`src/rtl/ltsm_sb_handshake_tx.sv`:
```
`default_nettype none
// ============================================================================
// Module   : ltsm_sb_handshake_tx
// Brief    : TX-side sideband REQ/RESP handshake engine with per-attempt
//            timeout, bounded retry and SB encoder arbitration vs. RX engine.
// Revision : 1.0
// ============================================================================
module ltsm_sb_handshake_tx #(
  parameter int SB_MSG_WIDTH   = 4,
  parameter int REQ_MSG        = 15,
  parameter int RESP_MSG       = 14,
  parameter int TIMEOUT_CYCLES = 800000,
  parameter int CNT_WIDTH      = 20,
  parameter int MAX_RETRY      = 2
) (
  input  logic                    i_clk,
  input  logic                    i_rst_n,
  input  logic                    i_en,
  input  logic                    i_falling_edge_busy,
  input  logic                    i_rx_valid,
  input  logic [SB_MSG_WIDTH-1:0] i_decoded_SB_msg,
  output logic [SB_MSG_WIDTH-1:0] o_encoded_SB_msg_tx,
  output logic                    o_valid_tx,
  output logic                    o_done,
  output logic                    o_timeout,
  output logic [1:0]              o_retry_cnt
);

  // Wide enough to hold MAX_RETRY plus one, so the compare never wraps.
  localparam int RETRY_W = $clog2(MAX_RETRY + 2);

  localparam logic [SB_MSG_WIDTH-1:0] c_req_msg   = SB_MSG_WIDTH'(REQ_MSG);
  localparam logic [SB_MSG_WIDTH-1:0] c_resp_msg  = SB_MSG_WIDTH'(RESP_MSG);
  localparam logic [CNT_WIDTH-1:0]    c_timer_exp = CNT_WIDTH'(TIMEOUT_CYCLES - 1);
  localparam logic [CNT_WIDTH-1:0]    c_timer_max = {CNT_WIDTH{1'b1}};
  localparam logic [CNT_WIDTH-1:0]    c_timer_one = CNT_WIDTH'(1);
  localparam logic [RETRY_W-1:0]      c_max_retry = RETRY_W'(MAX_RETRY);
  localparam logic [RETRY_W-1:0]      c_retry_one = RETRY_W'(1);

  typedef enum logic [2:0] {
    ST_IDLE      = 3'd0,
    ST_WAIT_RX   = 3'd1,
    ST_SEND_REQ  = 3'd2,
    ST_WAIT_RESP = 3'd3,
    ST_DONE      = 3'd4,
    ST_TIMEOUT   = 3'd5
  } state_t;

  state_t                    state_q,    state_d;
  logic [CNT_WIDTH-1:0]      timer_q,    timer_d;
  logic [RETRY_W-1:0]        retry_q,    retry_d;
  logic                      valid_q,    valid_d;
  logic                      done_q,     done_d;
  logic                      timeout_q,  timeout_d;
  logic [SB_MSG_WIDTH-1:0]   encoded_q,  encoded_d;
  logic [1:0]                retry_cnt_q, retry_cnt_d;

  logic resp_seen;
  logic timer_expired;

  assign resp_seen     = (i_decoded_SB_msg == c_resp_msg);
  assign timer_expired = (timer_q == c_timer_exp);

  always_comb begin
    state_d     = state_q;
    timer_d     = timer_q;
    retry_d     = retry_q;
    valid_d     = valid_q;
    done_d      = 1'b0;
    timeout_d   = 1'b0;

    if (!i_en) begin
      state_d = ST_IDLE;
      timer_d = '0;
      retry_d = '0;
      valid_d = 1'b0;
    end else begin
      case (state_q)
        ST_IDLE: begin
          timer_d = '0;
          retry_d = '0;
          valid_d = 1'b0;
          // A partner REQ already decoded means the RX engine answers first.
          state_d = (i_decoded_SB_msg == c_req_msg) ? ST_WAIT_RX : ST_SEND_REQ;
        end

        ST_WAIT_RX: begin
          valid_d = 1'b0;
          if (i_falling_edge_busy && i_rx_valid) begin
            state_d = ST_SEND_REQ;
          end
        end

        ST_SEND_REQ: begin
          valid_d = 1'b1;
          timer_d = '0;
          state_d = ST_WAIT_RESP;
        end

        ST_WAIT_RESP: begin
          if (timer_q != c_timer_max) begin
            timer_d = timer_q + c_timer_one;
          end
          if (i_falling_edge_busy && !i_rx_valid) begin
            valid_d = 1'b0;
          end
          // RESP takes priority over a same-cycle timer expiry.
          if (resp_seen) begin
            valid_d = 1'b0;
            state_d = ST_DONE;
          end else if (timer_expired) begin
            valid_d = 1'b0;
            if (retry_q < c_max_retry) begin
              retry_d = retry_q + c_retry_one;
              state_d = i_rx_valid ? ST_WAIT_RX : ST_SEND_REQ;
            end else begin
              state_d = ST_TIMEOUT;
            end
          end
        end

        ST_DONE: begin
          valid_d = 1'b0;
          done_d  = 1'b1;
        end

        ST_TIMEOUT: begin
          valid_d   = 1'b0;
          timeout_d = 1'b1;
        end

        default: begin
          state_d = ST_IDLE;
          valid_d = 1'b0;
        end
      endcase
    end

    encoded_d   = valid_d ? c_req_msg : '0;
    retry_cnt_d = (int'(retry_d) > 3) ? 2'd3 : 2'(retry_d);
  end

  always_ff @(posedge i_clk or negedge i_rst_n) begin
    if (!i_rst_n) begin
      state_q     <= ST_IDLE;
      timer_q     <= '0;
      retry_q     <= '0;
      valid_q     <= 1'b0;
      done_q      <= 1'b0;
      timeout_q   <= 1'b0;
      encoded_q   <= '0;
      retry_cnt_q <= 2'd0;
    end else begin
      state_q     <= state_d;
      timer_q     <= timer_d;
      retry_q     <= retry_d;
      valid_q     <= valid_d;
      done_q      <= done_d;
      timeout_q   <= timeout_d;
      encoded_q   <= encoded_d;
      retry_cnt_q <= retry_cnt_d;
    end
  end

  assign o_encoded_SB_msg_tx = encoded_q;
  assign o_valid_tx          = valid_q;
  assign o_done              = done_q;
  assign o_timeout           = timeout_q;
  assign o_retry_cnt         = retry_cnt_q;

endmodule
`default_nettype wire

```
`config.mk`:
```
export PLATFORM = sky130hd
export DESIGN_NAME = ltsm_sb_handshake_tx
export DESIGN_NICKNAME = d
export VERILOG_FILES = /design/src/rtl/ltsm_sb_handshake_tx.sv
export SDC_FILE = /design/constraint.sdc
export NUM_CORES = 1
export LEC_CHECK = 0
export ABC_CLOCK_PERIOD_IN_PS = 2700
export BUFFER_PORTS_ARGS = -buffer_cell sky130_fd_sc_hd__buf_4
export CORE_ASPECT_RATIO = 0.6
export CORE_MARGIN = 2
export CORE_UTILIZATION = 62
export DETAILED_ROUTE_END_ITERATION = 10
export MAX_ROUTING_LAYER = met4
export PLACE_DENSITY = 0.85
export SYNTH_ARGS = -nofsm -noshare
export SYNTH_HDL_FRONTEND = slang
export SYNTH_SLANG_ARGS = --single-unit
```
`constraint.sdc`:
```
create_clock -name i_clk -period 2.7 [get_ports i_clk]
set_clock_uncertainty 0.05 [all_clocks]
set_input_delay 0.54 -clock i_clk [delete_from_list [all_inputs] [get_ports i_clk]]
set_output_delay 0.54 -clock i_clk [all_outputs]
set_load 0.05 [all_outputs]
```
==> flow_summary.toml, run 1 <==
[grt]
grt_pass1_wl_um = 7031
grt_max_degree = 29
gr-total-overflow = 0
grt_usage_pct = 30.18
antenna_found_initial = 0
first_global_vias = 1465

[layout]
layout_commonest_cell = "o21ai_0"
drive_above_1_share_pct = 12.87
final_cell_mix = "o21ai_0 (29), dfrtp_1 (28), nand2_1 (20)"
fillers = 193
insertedDiodeCount = 0
synthToLayoutAreaGrowth_pct = 8.912
fin_area_um2 = 1804
final_net_count = 213

[clocking]
ctsHoldBuffers = 0
cts_tree = "built"
cts_buffer_depth = 2
cts-root-buf = "clkbuf_8"
postCtsSetupRepairBufs = 0
cts_inserted_buffers = 3
clkTransAtPathRegs_ns = 0.10
cts.sinks = 28
htree_levels = 1
clk_latency_ns = 0.28
cts_resized = 0

[power_and_ir_drop]
leakage_uw = 0.0007653
powerDensity_nw_per_um2 = 460.9
ir_drop_v = 0.0002636

[setup_path]
crit_family = "simple AND/OR/NAND/NOR gates"
critPathCaptureType = "flop"
crit_path_max_fanout = 18
crit_chain = "nand4_1 > or4_4 > o21ai_4 > o21ai_0 > o31ai_1"
path_buf_inv = 0
crit_arrival_ns = 2.38
critPathKind = "flop to flop"
rr_worst_depth = 5
cp.required_ns = 2.82
cpMaxStageDelayCell = "or4_4"
cp_slowest_stage_delay_ns = 0.62
crit_cells = 5
start_kind = "flop"

[synthesis]
yosysWarnings = 0
ys_types = 41
seq_area_frac_synth_pct = 42.30
netlist_instances = 195
syn-num-nets = 205
yosys_register_bits = 28
synth_area_per_cell_um2 = 8.495
syn_area_um2 = 1657

[timing]
hold_viol = 0
max_freq_mhz = 443.5
fin_setup_tns_ns = 0
setup_viol = 0
rsz0062_at_grt = "false"
fin_crit_sh_pct = 83.51
fin_crit_ns = 2.255
worstMarginPinSlew_ns = 0.7484
slew_violations = 0
slew_headroom_pct = 49.65
whs_ns = 0.1131

[placed_design]
portBuffers = 17
hpwl_um = 2895
gp_congestion = 0.9204
place_area_um2 = 1749

[drt]
via_count = 1656
drt_iter0_markers = 248
postRouteAntennaNets = 0
wirelength_um = 4141
wl_per_cell_um = 17.70
via_per_inst = 7.077
drc = 0
drt_first_pass_iters = 5

[floorplan]
die-area_um2 = 3115
io_pins = 18
rows = 14
dieHeight_um = 44.04
core_region_area_um2 = 2522
die_w_um = 70.73
initial_core_util_pct = 65.67

[min_path]
hp-class = "input pin to asynchronous set/reset pin"

[flow_run]
maxCapViolCount = 0

[outcome]
status = "finished clean"
## worst paths after layout
kind,startpoint,end,slack [ns]
setup / recovery,timer_q[8]$_DFFE_PN0P_,timer_q[3]$_DFFE_PN0P_,0.45
hold / removal,i_rst_n,timer_q[5]$_DFFE_PN0P_,0.11
setup reg to reg,timer_q[8]$_DFFE_PN0P_,timer_q[3]$_DFFE_PN0P_,0.45
hold reg to reg,timer_q[17]$_DFFE_PN0P_,timer_q[17]$_DFFE_PN0P_,0.50
max in group asynchronous,i_rst_n,timer_q[2]$_DFFE_PN0P_,2.22
min in group i_clk,i_en,state_q[2]$_DFFE_PN0P_,0.50
## state kept, by name, indices dropped and copies added (netlist names)
name / count
state_q: 3
o_retry_cnt: 2
o_encoded_SB_msg_tx: 1
timer_q: 20
o_timeout: 1
o_done: 1
## metrics by stage
step	utilization (%)	setup WS, ns	total power [uW]	instances
after floorplan	-	0.8544	543.2	195
after global placement	69.35	0.5919	575.5	230
after detailed placement	69.35	0.5577	579.8	230
after CTS	71.53	0.5014	830.9	234
after global routing	71.53	0.3185	875.2	234
final	71.53	0.4452	831.7	234
## worst register-to-register path, delay by kind of cell, from the launching register on
kind	cells	cell delay (ns)
AO/OA/AOI/OAI	3	0.68
AND/OR/NAND/NOR	2	0.88
flip-flops	1	0.55
## area by class of cell
cell class                 instances  area (um2)  area share [%]
sequential                        28       700.7           38.83
clock buffer                       4       55.05           3.051
inverter                           3       11.26          0.6241
timing repair buffer              18       135.1           7.490
tap                               32       40.04           2.219
multi-input combinational        149       862.1           47.78
## logic make-up after synthesis
logic type | count (synthesis) | synth area share [%]
adders and majority gates | 1 | 0.7552
and+or+nand+nor | 87 | 27.49
AOI/OAI and AO/OA | 61 | 23.79
buffers and inverters | 18 | 5.665
DFF | 28 | 42.30
## report_power, final
| group | switching [uW] | internal (uW) |
|---|---|---|
| sequential | 18.5 | 426 |
| clock | 127 | 131 |
| combinational | 85.0 | 44.2 |
| total | 231 | 601 |
## cells in the mapped netlist, drive strengths merged
cell type,number,area (um2)
a311oi,2,17.52
nand3b,1,7.510
o21ai,31,170.2
nand2,20,75.07
and4b,1,10.01
nor2,17,63.81
nand3,7,35.03
or2,1,6.260
a21oi,4,20.02
a41o,1,10.01
nand2b,3,18.77
and4,1,8.760
o41ai,1,8.760
o211ai,1,7.510
nor2b,2,12.51
nand4b,1,8.760
nand4,9,56.30
o31a,1,8.760
or4,1,11.26
o22ai,1,6.260
o311ai,4,35.03
inv,3,11.26
nor4,5,31.28
and3,7,43.79
nor4b,2,17.52
a221o,1,10.01
or3,2,12.51
nor3,6,30.03
dfrtp,28,700.7
o31ai,5,37.54
ha,1,12.51
a31oi,6,37.54
o21a,1,7.510
and2,1,6.260
buf,8,56.30
clkbuf,7,26.28
a41oi,2,17.52
## layer usage
metal  global-route usage, %  part of all wire, %  up-vias
met4                   7.547                  1.0        0
met2                   42.43                   44      122
met3                   9.795                   13       12
li1                        -                    -      754
met1                   42.79                   43      768
met5                       -                    0        -
Power figures use the tool's default switching activity.
==> run 2: changes to the inputs <==
ABC_CLOCK_PERIOD_IN_PS = 2400   (was 2700)
CORE_UTILIZATION = 58   (was 62)
PLACE_DENSITY = 0.8   (was 0.85)
clock period = 2.4 ns   (was 2.7 ns; I/O delays follow)
==> flow_summary.toml, run 2 (synthesis results as in run 1) <==
[drt]
drt_first_pass_iters = 5
postRouteAntennaNets = 0
wl_per_cell_um = 17.76
wirelength_um = 4174
drc = 0
via_count = 1632
drt_iter0_markers = 335
via_per_inst = 6.945

[setup_path]
cp_slowest_stage_delay_ns = 0.44
critPathCaptureType = "flop"
crit_top_cell = "and3_1"
critPathKind = "flop to flop"
cpMaxStageDelayCell = "nor3_1"
crit_chain = "ha_1 > and3_1 > and3_1 > and3_1 > nor3_1 > a41o_1"
start_kind = "flop"
crit_path_max_fanout = 12
cp.required_ns = 2.56
crit_arrival_ns = 2.44

[floorplan]
rows = 14
die-area_um2 = 3314
core_region_area_um2 = 2610
die_w_um = 73.00
io_pins = 18
initial_core_util_pct = 63.47
dieHeight_um = 45.40

[timing]
setup_viol = 0
slew_headroom_pct = 62.28
fin_setup_tns_ns = 0
fin_crit_ns = 2.277
fin_ws_ns = 0.1226
fin_crit_sh_pct = 94.89
max_freq_mhz = 439.1
hold_viol = 0
rsz0062_at_grt = "false"
worstMarginPinSlew_ns = 0.5615
slew_violations = 0

[placed_design]
portBuffers = 17
dp.cells = 232
gp_congestion = 0.9794
hpwl_um = 3029
place_ws_ns = 0.2240

[clocking]
clk_latency_ns = 0.27
cts_resized = 0
ctsHoldBuffers = 0
cts_tree = "built"
cts_buffer_depth = 2
cts_inserted_buffers = 3
cts-root-buf = "clkbuf_8"
clkTransAtPathRegs_ns = 0.09
postCtsSetupRepairBufs = 0
cts.sinks = 28
htree_levels = 1

[power_and_ir_drop]
powerDensity_nw_per_um2 = 499.3
ir_drop_v = 0.0002995
leakage_uw = 0.0007687

[grt]
first_global_vias = 1451
grt_max_degree = 29
grt_usage_pct = 29.12
antenna_found_initial = 0
grt_pass1_wl_um = 7038
gr-total-overflow = 0

[layout]
final_cell_mix = "o21ai_0 (29), dfrtp_1 (28), nand2_1 (20), buf_4 (20), nor2_1 (17)"
drive_above_1_share_pct = 13.30
layout_commonest_cell = "o21ai_0"
multi_input_area_um2 = 862.1
fin_cells = 235
fillers = 208
register_area_um2 = 700.7
largest_reg_flops = 20
final_net_count = 215
insertedDiodeCount = 0
synthToLayoutAreaGrowth_pct = 8.988
largest_register = "timer_q"

[outcome]
status = "finished clean"

[min_path]
hp-class = "input pin to asynchronous set/reset pin"

[flow_run]
maxCapViolCount = 0
## run 2: changes by cell type in the layout (fill, tap and decap cells not counted), sizes merged
cell | previous run | this run
buf | 18 | 20
clkbuf | 4 | 3
## run 2: path summary, 6_finish.rpt
path                                                     to                    start  depth (start not counted)  slack [ns]
setup reg to reg           o_encoded_SB_msg_tx[2]$_DFF_PN0_   timer_q[0]$_DFFE_PN0P_                          6        0.12
hold / removal                   o_retry_cnt[0]$_DFFE_PN0P_                  i_rst_n                          1        0.06
setup / recovery           o_encoded_SB_msg_tx[2]$_DFF_PN0_   timer_q[0]$_DFFE_PN0P_                          6        0.12
hold reg to reg                     timer_q[19]$_DFFE_PN0P_  timer_q[19]$_DFFE_PN0P_                          1        0.47
max in group asynchronous            timer_q[0]$_DFFE_PN0P_                  i_rst_n                          1        1.98
min in group i_clk                   state_q[2]$_DFFE_PN0P_                     i_en                          3        0.44
## run 2: worst max-delay path, delay by kind of cell (launching register included)
kind                     cells  cell delay [ns]
AND/OR/NAND/NOR              4             1.24
flip-flops                   1             0.43
AO/OA/AOI/OAI                1             0.27
adder cells (fa/ha/maj)      1             0.24
## run 2: area by class of cell
cell class	instances	area share (%)
clock buffers	3	2.287
repair buffers	20	8.316
multi-input cells	149	47.75
flip-flops and latches	28	38.81
inverters	3	0.6237
well taps	32	2.218
## run 2: power by group
part / leakage, uW / internal, uW / switching (uW)
combinational: 0.000360 / 53.2 / 105
sequential: 0.000387 / 479 / 16.0
clock: 0.0000216 / 113 / 136
total: 0.000769 / 645 / 256
## run 2: stage by stage
step	hold WS (ns)	cell area (um2)	power (uW)	util, %
finish	0.06030	1805	901.5	69.18
global route	0.07834	1805	942.4	69.18
detailed placement	0.3642	1764	658.9	67.59
CTS	0.06796	1805	903.9	69.18
global placement	0.3613	1764	651.9	67.59
floorplan	0.1344	1657	611.1	-
## run 2: routing by layer
| metal | routed length (um) | vias up | global-route usage (%) |
|---|---|---|---|
| met5 | 0 | - | - |
| met4 | 36 | 0 | 6.296 |
| met3 | 452 | 8 | 8.850 |
| met2 | 1728 | 108 | 39.46 |
| met1 | 1957 | 766 | 42.80 |
| li1 | - | 750 | - |
==> run 3: changes to the inputs <==
CORE_UTILIZATION = 30   (was 58)
PLACE_DENSITY = 0.47   (was 0.8)
==> flow_summary.toml, run 3 (synthesis results as in run 1) <==
[power_and_ir_drop]
finalPower_uw = 970.4
switching_share_pct = 29.05
leakage_uw = 0.0008043
p_seq_share_pct = 51.1
internal-power_uw = 688.5
ir_drop_v = 0.0002190
p_comb_share_pct = 17.0
powerDensity_nw_per_um2 = 507.6
power.share.clock_pct = 31.9
power_switching_uw = 281.9

[timing]
rsz0062_at_grt = "false"
fin_crit_ns = 2.229
slew_violations = 0
worstMarginPinSlew_ns = 0.5435
hold_viol = 0
fin_setup_tns_ns = 0
max_freq_mhz = 448.7
slew_headroom_pct = 63.43
fin_crit_sh_pct = 92.87
setup_viol = 0

[drt]
wirelength_um = 4664
drc = 0
drt_first_pass_iters = 4
via_per_inst = 5.651
via_count = 1554
wl_per_cell_um = 16.96
postRouteAntennaNets = 0
drt_iter0_markers = 73

[grt]
grt_pass1_wl_um = 7748
grt_max_degree = 29
antenna_found_initial = 0
first_global_vias = 1420
gr-total-overflow = 0
grt_usage_pct = 17.29

[setup_path]
crit_top_cell = "and3_1"
cp.required_ns = 2.58
crit_chain = "ha_1 > and3_1 > and3_1 > and3_1 > nor3_1 > a41o_1"
cp_slowest_stage_delay_ns = 0.44
critPathKind = "flop to flop"
startpoint = "timer_q[0]$_DFFE_PN0P_"
cpMaxStageDelayCell = "dfrtp_1"
start_kind = "flop"
critPathCaptureType = "flop"
crit_arrival_ns = 2.40
crit_path_max_fanout = 12
worstReg2RegStart = "timer_q[0]$_DFFE_PN0P_"

[outcome]
status = "finished clean"

[clocking]
htree_levels = 1
cts_buffer_depth = 2
postCtsSetupRepairBufs = 0
ctsHoldBuffers = 0
cts_resized = 0
cts_inserted_buffers = 3
clk_latency_ns = 0.28
cts.sinks = 28
clkTransAtPathRegs_ns = 0.11
cts-root-buf = "clkbuf_8"
cts_tree = "built"

[placed_design]
portBuffers = 17
dp.cells = 269
hpwl_um = 3336
gp_congestion = 0.8331

[layout]
drive_above_1_share_pct = 15.79
fin_cells = 275
final_net_count = 220
final_cell_mix = "o21ai_0 (29), dfrtp_1 (28), buf_4 (24)"
layout_commonest_cell = "o21ai_0"
insertedDiodeCount = 0
largest_reg_flops = 20
synthToLayoutAreaGrowth_pct = 15.41
largest_register = "timer_q"

[floorplan]
io_pins = 18
die_w_um = 99.94
rows = 20
dieHeight_um = 61.56
initial_core_util_pct = 31.98
die-area_um2 = 6152
core_region_area_um2 = 5180

[flow_run]
maxCapViolCount = 0

[min_path]
hp-class = "input pin to asynchronous set/reset pin"
-- run 3: cell count changes in the layout (fill, tap and decap cells not counted), sizes merged --
cell,previous run,this run
clkbuf,3,4
buf,20,25
-- run 3: layout make-up --
type | instances | area (um2)
inverter | 3 | 11.26
multi-input combinational | 149 | 862.1
fill | 532 | 3268
tap | 66 | 82.58
clock buffer | 4 | 55.05
timing repair buffer | 25 | 200.2
sequential | 28 | 700.7
-- run 3: power by group through the flow --
| stage | Clock (uW) | Sequential, uW | Combinational, uW |
|---|---|---|---|
| after global routing | 341 | 499 | 181 |
| final | 310 | 496 | 165 |
| after global placement | 0 | 504 | 157 |
| after detailed placement | 0 | 505 | 158 |
| after CTS | 319 | 496 | 158 |
| after floorplan | 0 | 502 | 109 |
-- run 3: metal layers --
metal | track usage [%] | part of all wire (%) | up-vias | routed length, um
li1 | - | - | 762 | -
met4 | 3.718 | 0.66 | 0 | 31
met5 | - | 0 | - | 0
met3 | 3.746 | 6.3 | 4 | 296
met2 | 21.53 | 37 | 38 | 1725
met1 | 27.37 | 56 | 750 | 2611
-- run 3: worst max-delay path: cells and delay by family, from the launching register on --
kind / cells / cell delay [ns]
AOI/OAI and AO/OA: 1 / 0.24
adders and majority gates: 1 / 0.25
DFF: 1 / 0.44
and+or+nand+nor: 4 / 1.19
-- run 3: metrics by stage --
stage | cell area [um2] | hold WS, ns | util (%) | setup slack [ns]
2_1_floorplan | 1657 | 0.1344 | - | 0.5544
3_3_place_gp | 1829 | 0.3805 | 35.31 | 0.1796
3_5_place_dp | 1829 | 0.3918 | 35.31 | 0.2092
4_1_cts | 1884 | 0.07782 | 36.38 | 0.1852
5_1_grt | 1912 | 0.08051 | 36.91 | 0.01828
6_report | 1912 | 0.06006 | 36.91 | 0.1712
-- run 3: final timing paths --
check	depth (start not counted)	to	slack, ns
max	6	o_encoded_SB_msg_tx[2]$_DFF_PN0_	0.17
min	1	o_retry_cnt[0]$_DFFE_PN0P_	0.06
max reg2reg	6	o_encoded_SB_msg_tx[2]$_DFF_PN0_	0.17
min reg2reg	1	timer_q[11]$_DFFE_PN0P_	0.49
max in group asynchronous	1	timer_q[9]$_DFFE_PN0P_	1.95
min in group i_clk	3	state_q[2]$_DFFE_PN0P_	0.42
